`config.mk`:
```
export PLATFORM = sky130hd
export DESIGN_NAME = gyro_spi_reader
export DESIGN_NICKNAME = d
export VERILOG_FILES = /design/src/rtl/gyro_spi_reader.sv
export SDC_FILE = /design/constraint.sdc
export NUM_CORES = 1
export LEC_CHECK = 0
export ABC_AREA = 1
export BUFFER_PORTS_ARGS = -buffer_cell sky130_fd_sc_hd__buf_4
export CAP_MARGIN = 20
export CORE_ASPECT_RATIO = 0.75
export CORE_MARGIN = 1
export CORE_UTILIZATION = 45
export DETAILED_ROUTE_END_ITERATION = 7
export PLACE_DENSITY_LB_ADDON = 0.15
export RECOVER_POWER = 25
export SLEW_MARGIN = 20
export SYNTH_ARGS = -nofsm -noshare
export SYNTH_HDL_FRONTEND = slang
export SYNTH_SLANG_ARGS = --single-unit
```
`constraint.sdc`:
```
create_clock -name clk -period 5 [get_ports clk]
set_clock_uncertainty 0.15 [all_clocks]
set_input_delay 0.5 -clock clk [delete_from_list [all_inputs] [get_ports clk]]
set_output_delay 0.5 -clock clk [all_outputs]
set_load 0.1 [all_outputs]
```
`src/rtl/gyro_spi_reader.sv`:
```
// Periodic SPI mode-3 burst reader for the IMU temperature, gyro and magnetometer registers.
// The seven output words hold the last complete frame and change only in the LATCH cycle.
module gyro_spi_reader #(
    parameter int         CLK_DIV     = 4,
    parameter int         POLL_CYCLES = 100000,
    parameter logic [7:0] START_REG   = 8'h41
) (
    input  logic        clk,
    input  logic        rst_n,
    input  logic        enable,
    output logic        spi_cs_n,
    output logic        spi_sclk,
    output logic        spi_mosi,
    input  logic        spi_miso,
    output logic [15:0] Temp_Data,
    output logic [15:0] Gyro_Data_X,
    output logic [15:0] Gyro_Data_Y,
    output logic [15:0] Gyro_Data_Z,
    output logic [15:0] Mag_Data_X,
    output logic [15:0] Mag_Data_Y,
    output logic [15:0] Mag_Data_Z,
    output logic        data_valid,
    output logic        busy
);

    localparam int TIMER_W = (POLL_CYCLES > 2) ? $clog2(POLL_CYCLES) : 1;
    localparam int DIV_W   = (CLK_DIV > 2) ? $clog2(CLK_DIV) : 1;

    localparam logic [TIMER_W-1:0] POLL_LAST = TIMER_W'(POLL_CYCLES - 1);
    localparam logic [DIV_W-1:0]   DIV_LAST  = DIV_W'(CLK_DIV - 1);
    localparam logic [7:0]         CMD_BYTE  = {1'b1, START_REG[6:0]};
    localparam logic [3:0]         LAST_BYTE = 4'd14;

    typedef enum logic [2:0] {
        IDLE,
        CS_SETUP,
        XFER,
        CS_HOLD,
        LATCH
    } state_t;

    state_t               r_state;
    logic [TIMER_W-1:0]   r_pollTimer;
    logic [DIV_W-1:0]     r_divCnt;
    logic [2:0]           r_bitCnt;
    logic [3:0]           r_byteCnt;
    logic [7:0]           r_txShift;
    logic [111:0]         r_capture;

    logic w_divDone;
    logic w_lastBit;

    assign w_divDone = (r_divCnt == DIV_LAST);
    assign w_lastBit = (r_byteCnt == LAST_BYTE) && (r_bitCnt == 3'd7);

    // The capture register shifts all 120 received bits; the command byte's
    // echo falls off the top, leaving bytes 1..14 in big-endian order.
    always_ff @(posedge clk or negedge rst_n) begin
        if (!rst_n) begin
            r_state     <= IDLE;
            r_pollTimer <= '0;
            r_divCnt    <= '0;
            r_bitCnt    <= '0;
            r_byteCnt   <= '0;
            r_txShift   <= '0;
            r_capture   <= '0;
            spi_cs_n    <= 1'b1;
            spi_sclk    <= 1'b1;
            spi_mosi    <= 1'b0;
            Temp_Data   <= '0;
            Gyro_Data_X <= '0;
            Gyro_Data_Y <= '0;
            Gyro_Data_Z <= '0;
            Mag_Data_X  <= '0;
            Mag_Data_Y  <= '0;
            Mag_Data_Z  <= '0;
            data_valid  <= 1'b0;
            busy        <= 1'b0;
        end else begin
            data_valid <= 1'b0;
            case (r_state)
                IDLE: begin
                    if (r_pollTimer == POLL_LAST) begin
                        if (enable) begin
                            r_pollTimer <= '0;
                            r_divCnt    <= '0;
                            r_bitCnt    <= '0;
                            r_byteCnt   <= '0;
                            r_txShift   <= CMD_BYTE;
                            spi_cs_n    <= 1'b0;
                            spi_sclk    <= 1'b1;
                            spi_mosi    <= CMD_BYTE[7];
                            busy        <= 1'b1;
                            r_state     <= CS_SETUP;
                        end
                    end else begin
                        r_pollTimer <= r_pollTimer + 1'b1;
                    end
                end

                CS_SETUP: begin
                    if (w_divDone) begin
                        r_divCnt <= '0;
                        spi_sclk <= 1'b0;
                        r_state  <= XFER;
                    end else begin
                        r_divCnt <= r_divCnt + 1'b1;
                    end
                end

                XFER: begin
                    if (!w_divDone) begin
                        r_divCnt <= r_divCnt + 1'b1;
                    end else begin
                        r_divCnt <= '0;
                        if (!spi_sclk) begin
                            spi_sclk  <= 1'b1;
                            r_capture <= {r_capture[110:0], spi_miso};
                        end else if (w_lastBit) begin
                            r_state <= CS_HOLD;
                        end else begin
                            // MOSI advances only on the falling edge that starts the next bit.
                            spi_sclk  <= 1'b0;
                            r_txShift <= {r_txShift[6:0], 1'b0};
                            spi_mosi  <= r_txShift[6];
                            r_bitCnt  <= r_bitCnt + 3'd1;
                            if (r_bitCnt == 3'd7) begin
                                r_byteCnt <= r_byteCnt + 4'd1;
                            end
                        end
                    end
                end

                CS_HOLD: begin
                    if (w_divDone) begin
                        r_divCnt    <= '0;
                        spi_cs_n    <= 1'b1;
                        data_valid  <= 1'b1;
                        Temp_Data   <= r_capture[111:96];
                        Gyro_Data_X <= r_capture[95:80];
                        Gyro_Data_Y <= r_capture[79:64];
                        Gyro_Data_Z <= r_capture[63:48];
                        Mag_Data_X  <= r_capture[47:32];
                        Mag_Data_Y  <= r_capture[31:16];
                        Mag_Data_Z  <= r_capture[15:0];
                        r_state     <= LATCH;
                    end else begin
                        r_divCnt <= r_divCnt + 1'b1;
                    end
                end

                LATCH: begin
                    busy    <= 1'b0;
                    r_state <= IDLE;
                end

                default: begin
                    r_state <= IDLE;
                end
            endcase
        end
    end

endmodule

```
== Word-level counts from Yosys, hierarchy flattened ==
Index checks and enable logic that the tools add are counted.

* Bits in registers: 265
* Logic and storage cells: 111
* Input bits: 4
* Output and inout port bits: 117

* Reductions and logical operators: 18
* Add/subtract/negate cells: 4
* Multiplexer cells: 51
* Bitwise logic cells: 1
* Equality and inequality tests: 18

{| class="wikitable"
|+ Operator list
! operator !! number
|-
| two-way mux 3 bit || 12
|-
| two-way mux 7 bit || 5
|-
| two-way mux 17 bit || 2
|-
| two-way mux 4 bit || 6
|-
| inequality test 2 bit (second input constant) || 10
|-
| adder 17 x 1 -> 17 bit (second input constant) || 1
|-
| == test 17 bit (second input constant) || 1
|-
| two-way mux 1 bit || 14
|-
| case mux 7 bit (2 select lines) || 1
|-
| AND reduction 7 bit || 2
|-
| case mux 3 bit (4 select lines) || 1
|-
| AND reduction 3 bit || 3
|-
| case mux 4 bit (2 select lines) || 1
|-
| nonzero test 2 bit || 4
|-
| == test 3 x 2 -> 1 bit (second input constant) || 2
|-
| == test 3 bit (second input constant) || 2
|-
| two-way mux 2 bit || 3
|-
| case mux 1 bit (2 select lines) || 3
|-
| case mux 3 bit (2 select lines) || 1
|-
| AND reduction 6 bit || 1
|-
| AND reduction 5 bit || 1
|-
| adder 4 x 1 -> 4 bit (second input constant) || 1
|-
| == test 4 bit (second input constant) || 1
|-
| case mux 2 bit (2 select lines) || 1
|-
| other kinds (12) || 13
|}

== Depth between registers and ports, before layout ==
* Depth in word-level cells: 6
* Gate-level depth with buffers: 11
* Depth with buffers taken out: 10

== Worst setup path after synthesis ==
Ideal clock, no wire load.

* Kind: register to register
* From: register spi_sclk
* To: register spi_mosi
* Data arrival time: 1.721 ns
* Path buffers: 1
* Path slack: 3.004 ns
* Clock period less this slack: 1.996 ns
* Library setup time: 0.125 ns
* Stages on the path, launching flop included: 9
* Data required time: 4.725 ns
* Cell sequence: dfstp_2 inv_1 nand3_1 nand2_2 nor2_1 nand3_2 buf_6 nand2_1 o21ai_1

* Cells in the longest elaborated chain, start to end: 2

{| class="wikitable"
|+ RTL lines
! what !! line !! RTL
|-
| start, declared || 12 || <nowiki>output logic spi_sclk,</nowiki>
|-
| start signal, assigned || 68 || <nowiki>spi_sclk <= 1'b1;</nowiki>
|-
| start signal, assigned || 91 || <nowiki>spi_sclk <= 1'b1;</nowiki>
|-
| start signal, assigned || 104 || <nowiki>spi_sclk <= 1'b0;</nowiki>
|-
| inequality test 2 bit (no line) || - ||
|-
| AND reduction 6 bit (no line) || - ||
|-
| end signal, assigned || 92 || <nowiki>spi_mosi <= CMD_BYTE[7];</nowiki>
|-
| end signal, assigned || 125 || <nowiki>spi_mosi <= r_txShift[6];</nowiki>
|-
| end, declared || 13 || <nowiki>output logic spi_mosi,</nowiki>
|}

Every way passes these cells.
A chain may end at the register's enable or synchronous reset.

==> impl_metrics.ini <==
[final_layout]
final_cell_mix = nand2_1, dfrtp_1, inv_1
nNetsFinal = 1247
n_antenna_cell = 0
final_common_cell = nand2_1
syn_to_final_growth_pct = 14.3
drive_above_1_share_pct = 13.2

[timing]
holdWs_ps = 88.3
hold_viol = 0
drv_slew = 90
worst_pin_slew_ps = 2230
setup_viol = 0
slew_headroom_pct = -49.0
setup_tns_ps = 0
min_period_ps = 2910
finalCritPeriodShare_pct = 58.2
rsz0062_at_grt = false
clock.fmax_mhz = 344
setup_slack_ps = 2090

[clocking]
cts.path.max_buffers = 3
clk-insertion-delay-late_ps = 520
numClockSinks = 265
cts_tree = yes
ctsRootBufferMaster = clkbuf_16
cts_resized = 0
cts_made_buffers = 27
htreeDepth = 1
clk_pin_slew_ps = 60

[synth]
avgSynthCellArea_um2 = 9.56
netlist_area_um2 = 10800
postSynthNetCount = 1144
yosysWarnings = 0
post_synth_num_cell_types = 30
synth_cells = 1134
synth-seq-area-share_pct = 61.2
synth-seq-cells = 265

[die]
rows = 48
io_pins = 121
fp.dieH_um = 136
dieArea_um2 = 24700
fp.dieW_um = 181
start_util_pct = 46.5
core_um2 = 23300

[worst_setup_path]
r2r_end = Mag_Data_Y[13]$_DFFE_PN0P_
startpoint_type = input pin
r2r_setup_slack_ps = 2370
endpoint_kind = async pin
crit_path_max_fanout = 131
crit_path_top_delay_cell = clkbuf_2
crit_arrival_ps = 3350
crit_chain = dlygate4sd3_1, clkbuf_2, buf_12
regToRegStartpoint = r_divCnt[0]$_DFFE_PN0P_
rr_worst_depth = 4
worstSetupPathType = input pin to async pin
critPathRequiredTime_ps = 5440
slowest_delay_ps = 1580

[pwr]
p_leak_nw = 5.60
power.density_nw_per_um2 = 331
peakVddDrop_mv = 0.250

[run]
drv_cap = 1

[global_routing]
antenna_found_initial = 0
grt_max_degree = 132
grt_pass1_wl_mm = 34.7
first_global_vias = 6871
grt.overflow.total = 0
track_usage_pct = 17.0

[route]
vias = 7370
drtIter0Drc = 521
routedWlPerCell_um = 13.0
ant_nets = 0
drt-total-wl_mm = 20.3
dr.pass1.iters = 4
vias_per_cell = 4.74
drc = 0

[placed_design]
place_hpwl_mm = 12.9
port_buffers = 120
gp_congestion = 0.776
dp_slack_ps = 2340

[status]
outcome = complete, but fails checks
violations = capacitance limit, slew limit

[hold_path]
hold_path_depth = 3
min_path_type = input pin to flop
hold_start = spi_miso
hold_end = r_capture[0]$_DFFE_PN0P_
per-layer routing:
metal	track usage, %	vias to the layer above	wire (um)
li1	-	3792	-
met5	0	-	0
met1	25.7	3427	10300
met3	4.29	33	1130
met2	24.3	118	8450
met4	4.33	0	451
how the worst max path moves through the flow:
| stage | start | endpoint | slack (ps) | depth (start not counted) |
|---|---|---|---|---|
| after CTS | r_divCnt[0]$_DFFE_PN0P_ | Mag_Data_Y[13]$_DFFE_PN0P_ | 2320 | 4 |
| final | rst_n | Mag_Data_Y[0]$_DFFE_PN0P_ | 2090 | 3 |
| after floorplan | spi_sclk$_DFFE_PN1P_ | spi_mosi$_DFFE_PN0P_ | 3000 | 8 |
| after global placement | r_state[2]$_DFFE_PN0P_ | r_capture[0]$_DFFE_PN0P_ | 2410 | 7 |
| after global routing | rst_n | r_capture[109]$_DFFE_PN0P_ | 1560 | 3 |
| after detailed placement | r_divCnt[0]$_DFFE_PN0P_ | Mag_Data_Y[8]$_DFFE_PN0P_ | 2340 | 4 |
where the power goes:
part	internal, mW	leakage, nW	switching, mW
clock	1.12	0.419	0.794
sequential	2.15	3.64	0.0000906
combinational	0.00461	1.55	0.0425
total	3.27	5.60	0.836
critical path, delay by kind of cell:
kind	cells	cell delay [ps]
buf+inv	3	2700
timing repair:
item / CTS / global route
endpoints found under the hold margin: 88 / 0
hold buffers: 1 / 0
buffers inserted: 0 / 0
metrics by stage:
stage / power (mW) / area, um2 / utilization [%] / instances
after floorplan: 2.19 / 10800 / - / 1134
after global placement: 2.24 / 11800 / 50.7 / 1507
after detailed placement: 2.24 / 11800 / 50.7 / 1507
after CTS: 4.17 / 12700 / 54.4 / 1555
after global routing: 4.27 / 12400 / 53.2 / 1555
final: 4.11 / 12400 / 53.2 / 1555
registers in the layout, indices dropped and copies added (netlist names):
signal	count
r_capture	112
r_pollTimer	17
Gyro_Data_X	16
Gyro_Data_Y	16
Gyro_Data_Z	16
Mag_Data_X	16
Mag_Data_Y	16
Mag_Data_Z	16
Temp_Data	16
r_txShift	7
r_byteCnt	4
r_bitCnt	3
r_state	3
r_divCnt	2
busy	1
data_valid	1
spi_cs_n	1
spi_mosi	1
spi_sclk	1
Yosys cell counts (all sizes together):
library cell / n / area share (%)
nand2: 322 / 11
dfrtp: 263 / 61
o21ai: 252 / 13
inv: 140 / 4.8
nor2: 44 / 1.7
buf: 36 / 3.0
nand3: 23 / 1.3
clkbuf: 16 / 0.55
nand4: 12 / 0.69
ha: 6 / 0.69
xor2: 5 / 0.40
a21oi: 3 / 0.14
nor3: 3 / 0.14
dfstp: 2 / 0.48
xnor2: 2 / 0.16
nor4: 1 / 0.058
o211ai: 1 / 0.069
o21a: 1 / 0.069
o21bai: 1 / 0.069
or2: 1 / 0.058
area by class of cell:
cell class | instances | area [um2]
sequential | 265 | 6630
multi-input combinational | 677 | 3310
timing repair buffer | 126 | 704
tap | 300 | 375
clock inverter | 3 | 15.0
clock buffer | 44 | 830
inverter | 140 | 526
fill | 2230 | 10900
logic make-up (layout without fill, tap and decap cells):
kind of cell / count (synthesis) / in the layout / share of synthesized area [%]
and+or+nand+nor: 406 / 406 / 15.4
DFF: 265 / 265 / 61.2
AOI/OAI and AO/OA: 258 / 258 / 13.7
buffers and inverters: 192 / 313 / 8.39
xor gates and xnor gates: 7 / 7 / 0.566
adders and majority gates: 6 / 6 / 0.693
(Power assumes the default switching activity.)
